File: config.mk
export PLATFORM = sky130hd
export DESIGN_NAME = pw_feature_streamer_flat
export DESIGN_NICKNAME = d
export VERILOG_FILES = /design/src/rtl/pw_feature_streamer_if.sv /design/src/rtl/pw_feature_streamer.sv /design/src/flat_wrapper.sv
export SDC_FILE = /design/constraint.sdc
export NUM_CORES = 1
export LEC_CHECK = 0
export ABC_AREA = 0
export CAP_MARGIN = 20
export CORE_ASPECT_RATIO = 0.9
export CORE_UTILIZATION = 59
export CTS_CLUSTER_DIAMETER = 150
export DETAILED_ROUTE_END_ITERATION = 10
export PLACE_DENSITY_LB_ADDON = 0.05
export SYNTH_ARGS = -nofsm -noshare
export SYNTH_HDL_FRONTEND = slang
export SYNTH_SLANG_ARGS = --single-unit
File: constraint.sdc
create_clock -name clk -period 30.9 [get_ports clk]
set_input_delay 6.18 -clock clk [delete_from_list [all_inputs] [get_ports clk]]
set_output_delay 6.18 -clock clk [all_outputs]
set_load 0.01 [all_outputs]
File: src/rtl/pw_feature_streamer_if.sv
// Pixel/word stream bundle for pw_feature_streamer.
// PW_STREAMER_LAST_EN adds the last_out/frame_last_out markers.
interface pw_feature_streamer_if #(
  parameter int N           = 16,
  parameter int IN_CHANNELS = 16
);
  localparam int CW = (IN_CHANNELS > 1) ? $clog2(IN_CHANNELS) : 1;

  logic [IN_CHANNELS*N-1:0] pixel_in;
  logic                     pixel_valid;
  logic                     pixel_ready;
  logic                     stall_in;
  logic [N-1:0]             data_out;
  logic [CW-1:0]            channel_out;
  logic                     valid_out;
`ifdef PW_STREAMER_LAST_EN
  logic                     last_out;
  logic                     frame_last_out;

  modport master (
    output pixel_in, pixel_valid, stall_in,
    input  pixel_ready, data_out, channel_out, valid_out, last_out, frame_last_out
  );
  modport slave (
    input  pixel_in, pixel_valid, stall_in,
    output pixel_ready, data_out, channel_out, valid_out, last_out, frame_last_out
  );
`else
  modport master (
    output pixel_in, pixel_valid, stall_in,
    input  pixel_ready, data_out, channel_out, valid_out
  );
  modport slave (
    input  pixel_in, pixel_valid, stall_in,
    output pixel_ready, data_out, channel_out, valid_out
  );
`endif
endinterface

File: src/rtl/pw_feature_streamer.sv
// Pixel-to-channel-word serializer with a two-slot ping-pong pixel buffer.
// Optional PW_STREAMER_LAST_EN adds per-pixel and per-frame last markers.
module pw_feature_streamer #(
  parameter int N            = 16,
  parameter int IN_CHANNELS  = 16,
  parameter int FEATURE_SIZE = 112,
  parameter int REPEAT       = 1
) (
  input  logic                  clk,
  input  logic                  rst,
  input  logic                  en,
  pw_feature_streamer_if.slave  bus,
  output logic                  busy,
  output logic                  done
);
  localparam int CW     = (IN_CHANNELS > 1) ? $clog2(IN_CHANNELS) : 1;
  localparam int PIXELS = FEATURE_SIZE * FEATURE_SIZE;
  localparam int FW     = (PIXELS > 1) ? $clog2(PIXELS) : 1;
  localparam int RW     = (REPEAT > 1) ? $clog2(REPEAT) : 1;
  localparam logic [CW-1:0] CH_LAST  = CW'(IN_CHANNELS - 1);
  localparam logic [RW-1:0] REP_LAST = RW'(REPEAT - 1);
  localparam logic [FW-1:0] PIX_LAST = FW'(PIXELS - 1);

  typedef enum logic {S_IDLE, S_RUN} state_t;

  state_t                   r_state;
  logic [IN_CHANNELS*N-1:0] r_buf [2];
  logic                     r_wr_ptr;
  logic                     r_rd_ptr;
  logic [1:0]               r_occ;
  logic [CW-1:0]            r_ch;
  logic [RW-1:0]            r_rep;
  logic [FW-1:0]            r_frame;
  logic                     r_finish;
  logic                     r_pixel_ready;
  logic                     r_busy;
  logic                     r_done;
  logic                     r_valid;
  logic [N-1:0]             r_data;
  logic [CW-1:0]            r_channel;

  logic                     w_accept;
  logic                     w_emit;
  logic                     w_word_last;
  logic                     w_release;
  logic [1:0]               w_occ_next;
  state_t                   w_state_next;
  logic [N-1:0]             w_word [IN_CHANNELS];

  genvar gi;
  generate
    for (gi = 0; gi < IN_CHANNELS; gi++) begin : g_word
      assign w_word[gi] = r_buf[r_rd_ptr][gi*N +: N];
    end
  endgenerate

  // r_finish marks the gap cycle after the frame's final word; nothing is emitted then.
  always_comb begin
    w_accept     = bus.pixel_valid && r_pixel_ready;
    w_emit       = (r_state == S_RUN) && (r_occ != 2'd0) && !bus.stall_in && !r_finish;
    w_word_last  = (r_ch == CH_LAST) && (r_rep == REP_LAST);
    w_release    = w_emit && w_word_last;
    w_occ_next   = r_occ + {1'b0, w_accept} - {1'b0, w_release};
    w_state_next = r_state;
    if (r_finish) begin
      w_state_next = S_IDLE;
    end else if ((r_state == S_IDLE) && en) begin
      w_state_next = S_RUN;
    end
  end

  always_ff @(posedge clk) begin
    if (w_accept) begin
      r_buf[r_wr_ptr] <= bus.pixel_in;
    end
  end

  always_ff @(posedge clk) begin
    if (rst) begin
      r_state       <= S_IDLE;
      r_wr_ptr      <= 1'b0;
      r_rd_ptr      <= 1'b0;
      r_occ         <= 2'd0;
      r_ch          <= '0;
      r_rep         <= '0;
      r_frame       <= '0;
      r_finish      <= 1'b0;
      r_pixel_ready <= 1'b0;
      r_busy        <= 1'b0;
      r_done        <= 1'b0;
      r_valid       <= 1'b0;
      r_data        <= '0;
      r_channel     <= '0;
    end else begin
      r_state       <= w_state_next;
      r_occ         <= w_occ_next;
      r_pixel_ready <= (w_state_next == S_RUN) && (w_occ_next != 2'd2);
      r_busy        <= (w_state_next == S_RUN);
      r_done        <= r_finish;
      r_finish      <= w_release && (r_frame == PIX_LAST);
      r_valid       <= w_emit;
      if (w_accept) begin
        r_wr_ptr <= ~r_wr_ptr;
      end
      if (w_emit) begin
        r_data    <= w_word[r_ch];
        r_channel <= r_ch;
        if (w_word_last) begin
          r_rep    <= '0;
          r_ch     <= '0;
          r_rd_ptr <= ~r_rd_ptr;
          r_frame  <= (r_frame == PIX_LAST) ? '0 : r_frame + FW'(1);
        end else if (r_rep == REP_LAST) begin
          r_rep <= '0;
          r_ch  <= r_ch + CW'(1);
        end else begin
          r_rep <= r_rep + RW'(1);
        end
      end
    end
  end

`ifdef PW_STREAMER_LAST_EN
  logic r_last;
  logic r_frame_last;

  always_ff @(posedge clk) begin
    if (rst) begin
      r_last       <= 1'b0;
      r_frame_last <= 1'b0;
    end else begin
      r_last       <= w_release;
      r_frame_last <= w_release && (r_frame == PIX_LAST);
    end
  end

  assign bus.last_out       = r_last;
  assign bus.frame_last_out = r_frame_last;
`endif

  assign bus.pixel_ready = r_pixel_ready;
  assign bus.data_out    = r_data;
  assign bus.channel_out = r_channel;
  assign bus.valid_out   = r_valid;
  assign busy            = r_busy;
  assign done            = r_done;
endmodule

File: src/flat_wrapper.sv
// flat-port wrapper written by rule: the top's interface ports become plain ports
module pw_feature_streamer_flat 
#(
  parameter int N            = 16,
  parameter int IN_CHANNELS  = 16,
  parameter int FEATURE_SIZE = 112,
  parameter int REPEAT       = 1
)
  (clk, rst, en, busy, done, bus_pixel_in, bus_pixel_valid, bus_stall_in, bus_pixel_ready, bus_data_out, bus_channel_out, bus_valid_out);
  pw_feature_streamer_if #(.N(N), .IN_CHANNELS(IN_CHANNELS)) bus_i ();
  input  logic clk;
  input  logic rst;
  input  logic en;
  output logic busy;
  output logic done;
  input wire logic [$bits(bus_i.pixel_in)-1:0] bus_pixel_in;
  input wire logic [$bits(bus_i.pixel_valid)-1:0] bus_pixel_valid;
  input wire logic [$bits(bus_i.stall_in)-1:0] bus_stall_in;
  output wire logic [$bits(bus_i.pixel_ready)-1:0] bus_pixel_ready;
  output wire logic [$bits(bus_i.data_out)-1:0] bus_data_out;
  output wire logic [$bits(bus_i.channel_out)-1:0] bus_channel_out;
  output wire logic [$bits(bus_i.valid_out)-1:0] bus_valid_out;
  assign bus_i.pixel_in = bus_pixel_in;
  assign bus_i.pixel_valid = bus_pixel_valid;
  assign bus_i.stall_in = bus_stall_in;
  assign bus_pixel_ready = bus_i.pixel_ready;
  assign bus_data_out = bus_i.data_out;
  assign bus_channel_out = bus_i.channel_out;
  assign bus_valid_out = bus_i.valid_out;
  pw_feature_streamer #(.N(N), .IN_CHANNELS(IN_CHANNELS), .FEATURE_SIZE(FEATURE_SIZE), .REPEAT(REPEAT)) u_core (.clk(clk), .rst(rst), .en(en), .bus(bus_i), .busy(busy), .done(done));
endmodule
==> impl.org <==
** Timing
- TNS Setup :: 0 ns
- The final hold violation count was 0.
- The total count of max-transition violations in the final report is 0.
- For the finished layout, the period the worst path requires is 8.89 ns.
- After layout, the worst setup slack is 22.01 ns.
- Of the available clock period, the critical path in the final layout requires 0.288.
- At the pin with the least slew margin, the transition time is 1.18 ns.
- Final setup fails :: 0
- Highest attainable clock frequency :: 113 MHz
- Unrepaired setup endpoints after global routing :: false
- Max-slew headroom at the worst pin :: 0.211
- Between clock sinks in the finished design, the worst skew comes to 0.0161 ns.

** Clock network
- Hold-fix buffers at CTS :: 0
- In this run the clock root is driven by a sky130_fd_sc_hd__clkbuf_16.
- Clock tree synthesis inserted a total of 53 buffers.
- Clock sinks :: 560
- Clock tree buffer depth :: 3
- The H-tree generated during clock tree synthesis spans 2 levels.
- Number of resized instances in the post-cts repair step :: 0
- CTS clk-pin slew, worst paths :: 0.06 ns
- TritonCTS clock tree :: yes
- Count of buffers added by post-CTS timing repair for setup :: 0
- Clock latency at the later pin of the worst-skew pair :: 0.58 ns

** Global routing
- Wire length of the first global-routing pass :: 68,000 um
- Gr busiest metal :: met2
- Largest net degree at the start of global routing :: 171
- The number of antenna violations at the first check in global routing came to 10.
- Met1 routing resource usage after global routing :: 0.344
- Global-route track usage on met3 :: 0.0643
- The total overflow left after global routing is 0.
- Met2 Usage GRT :: 0.403
- Total GRT Usage :: 0.253
- The via count of the first global-routing pass came to 11,400.

** Routing
- Vias after detailed routing :: 11,100
- The first detailed-routing pass took 5 iterations.
- Detailed router's first-iteration violation count :: 1,050
- In the final routed layout, each cell accounts on average for 25.1 um.
- DRC errors left :: 0
- DRT antenna net count :: 0
- Routed wire length :: 46,700 um
- Number of vias per cell :: 5.98

** Critical path
- On the critical path, the stage with the largest delay is an instance of sky130_fd_sc_hd__buf_4.
- For this run, the slowest stage of the critical path takes 0.83 ns.
- Counting both buffers and inverters, the worst setup path holds a total of 3.
- WS Path Type :: primary input to register
- The worst setup path is launched from a primary input.
- Data required time at the worst endpoint :: 31.09 ns
- Walking the worst path, the cells encountered are clkdlybuf4s50_1 -> nand2_1 -> nor2_4 -> buf_4 -> buf_12.
- Endpoint kind of the worst setup timing path :: register
- Worst-path fanout max :: 170
- Category of cells accounting for the largest share of critical-path delay :: buffers and inverters
- STA puts the critical path data arrival time at 9.08 ns.

** Floorplanning
- Chip height :: 183 um
- The die covers 0.0371 mm^2.
- The floorplan step set the die width to 203 um.
- For this design the top-level I/O count stands at 285.
- Std cell rows :: 65
- Core region area :: 0.0355 mm^2
- The initial utilization of the core area, before any placement, comes to 0.605.

** Place
- Placer Congestion :: 0.811
- # port buffers :: 284
- Including well taps, the total number of placed cells is 1,759.
- Before CTS, the worst setup slack after placement is 21.41 ns.
- Final HPWL DP :: 30,600 um

** Finish
- Final nets :: 1,610
- Area growth, synth to finish :: 23.3%
- Once layout is complete, the utilization of the core stands at 0.746.
- Of the cells placed in the final design, the portion with a size suffix greater than 1 is 0.177.
- After the flow finishes, the layout carries non-filler instances totaling 1,862.

** Synth
- Post-Syn Area per Cell :: 20.4 um^2
- Synthesis produced a netlist with a net count of 1,317.
- Synth Warn # :: 0
- Post-synthesis cell area :: 0.0215 mm^2
- Synthesis-stage register bit count :: 560
- Number of enable flip-flop cells after synthesis :: 512
- Of all flip-flops after synthesis, the portion carrying an async set or reset was 0.
- Count of distinct cell types in the synthesized netlist :: 39
- Dominant register cell in the synthesized netlist :: sky130_fd_sc_hd__edfxtp_1
- Gate count of the mapped netlist :: 1,052
- Sequential share of the synthesized area :: 0.762

** Power
- In this run the static leakage power is 0.00817 uW.
- Worst IR Drop VDD :: 51.0 uV
- Dividing total power by cell area gives a power density of 59.9 mW/mm^2.

** Run
- Across the run, the number of max-cap violations was 0.

** Status
- Run status :: completed

** Worst hold path
- The tightest min-delay check is of the register to register type.
-- layout by cell type (no fill, tap or decap), drive strengths merged, types with 6 or more instances in the layout --
cell,netlist,final
a21oi,19,19
a22oi,48,48
a31oi,16,16
a32oi,16,16
buf,34,12
clkbuf,24,75
clkdlybuf4s50,0,284
clkinv,0,15
dfxtp,48,48
edfxtp,512,512
inv,11,12
mux2,48,48
mux2i,64,64
mux4,96,96
nand2,32,32
nand3,7,7
nor2,13,13
o21ai,8,8
o31ai,6,6
or3,6,6
-- worst register-to-register path, cell delays in order, from the launching register on --
cell                      delay (ns)
sky130_fd_sc_hd__dfxtp_1        0.41
sky130_fd_sc_hd__and3_4         0.65
sky130_fd_sc_hd__buf_4          0.77
sky130_fd_sc_hd__buf_4          0.95
-- sequential cells by signal (all words and copies together) (netlist names), named ones only --
register	flops
u_core.r_finish	1
u_core.r_frame	14
u_core.bus.valid_out	1
u_core.bus.channel_out	4
u_core.bus.pixel_ready	1
u_core.bus.data_out	16
u_core.r_occ	2
u_core.r_wr_ptr	1
u_core.r_buf	512
u_core.done	1
u_core.r_ch	4
u_core.r_rd_ptr	1
u_core.r_state	1
-- Yosys cell counts, types with 2 or more instances --
cell type	number	share of area
sky130_fd_sc_hd__o21a_1	2	0.00070
sky130_fd_sc_hd__buf_6	12	0.0063
sky130_fd_sc_hd__nand2_1	32	0.0056
sky130_fd_sc_hd__or2_2	2	0.00058
sky130_fd_sc_hd__buf_2	14	0.0033
sky130_fd_sc_hd__ha_1	4	0.0023
sky130_fd_sc_hd__xor2_1	2	0.00082
sky130_fd_sc_hd__buf_4	6	0.0021
sky130_fd_sc_hd__or3_1	6	0.0017
sky130_fd_sc_hd__a22oi_1	48	0.017
sky130_fd_sc_hd__nand4_1	4	0.0012
sky130_fd_sc_hd__buf_1	2	0.00035
sky130_fd_sc_hd__nor2b_1	4	0.0012
sky130_fd_sc_hd__o21ai_0	8	0.0019
sky130_fd_sc_hd__a31oi_1	16	0.0047
sky130_fd_sc_hd__inv_1	11	0.0019
sky130_fd_sc_hd__a32oi_1	16	0.0065
sky130_fd_sc_hd__and3_1	2	0.00058
sky130_fd_sc_hd__o31ai_1	6	0.0021
sky130_fd_sc_hd__mux4_2	96	0.10
sky130_fd_sc_hd__mux2i_1	64	0.030
sky130_fd_sc_hd__nand3_1	7	0.0016
sky130_fd_sc_hd__or4_1	5	0.0017
sky130_fd_sc_hd__edfxtp_1	512	0.72
sky130_fd_sc_hd__clkbuf_1	24	0.0042
sky130_fd_sc_hd__mux2_2	48	0.025
sky130_fd_sc_hd__nor3_1	2	0.00047
sky130_fd_sc_hd__a21oi_1	19	0.0044
sky130_fd_sc_hd__xnor2_1	5	0.0020
sky130_fd_sc_hd__dfxtp_1	48	0.045
sky130_fd_sc_hd__and2_1	3	0.00087
sky130_fd_sc_hd__nor4_1	2	0.00058
sky130_fd_sc_hd__o311ai_0	2	0.00082
sky130_fd_sc_hd__nor2_1	13	0.0023
-- logic make-up (layout without fill, tap and decap cells) --
kind of cell,after synthesis,count (layout),synth area share
AO/OA/AOI/OAI,117,117,0.0379
XOR/XNOR,7,7,0.00286
adder cells (fa/ha/maj),4,4,0.00233
buffers and inverters,69,406,0.0181
flip-flops,560,560,0.762
multiplexers,208,208,0.156
other,0,4,0
AND/OR/NAND/NOR,87,87,0.0214
-- layout make-up --
class | instances | area [um^2]
clock inverters | 24 | 254
inverters | 11 | 41.3
clock buffers | 75 | 1510
diodes | 4 | 10.0
well taps | 469 | 587
fillers | 2157 | 9000
repair buffers | 296 | 2960
flip-flops and latches | 560 | 16300
multi-input cells | 423 | 4750
-- per-stage QoR --
step / cell area [um^2] / power (uW) / hold slack, ns
floorplan: 21500 / 905 / 0.448
global placement: 24700 / 949 / 0.463
detailed placement: 24700 / 951 / 0.478
CTS: 26400 / 1590 / 0.491
global route: 26500 / 1630 / 0.502
finish: 26500 / 1580 / 0.487
-- power breakdown --
| group | internal [uW] | switching [uW] | total (uW) | leakage [uW] |
|---|---|---|---|---|
| combinational | 44.3 | 35.0 | 79.3 | 0.00226 |
| clock | 382 | 267 | 649 | 0.000860 |
| sequential | 850 | 5.50 | 856 | 0.00506 |
| total | 1280 | 307 | 1580 | 0.00817 |
-- layer usage --
layer	part of all wire	vias to the layer above
met1	0.40	5672
met4	0.028	12
met5	0.0018	-
met3	0.079	92
li1	-	4948
met2	0.49	412
-- worst paths after layout --
kind | startpoint | cells after the start | slack, ns | end
max | bus_pixel_valid | 5 | 22.01 | u_core.r_buf[0][86]
max reg2reg | u_core.r_wr_ptr | 3 | 27.68 | u_core.r_buf[1][167]
min reg2reg | u_core.bus.channel_out[0] | 2 | 0.49 | u_core.bus.channel_out[0]
min | u_core.bus.channel_out[0] | 2 | 0.49 | u_core.bus.channel_out[0]
Note: power is estimated with default switching activity, not from simulation.
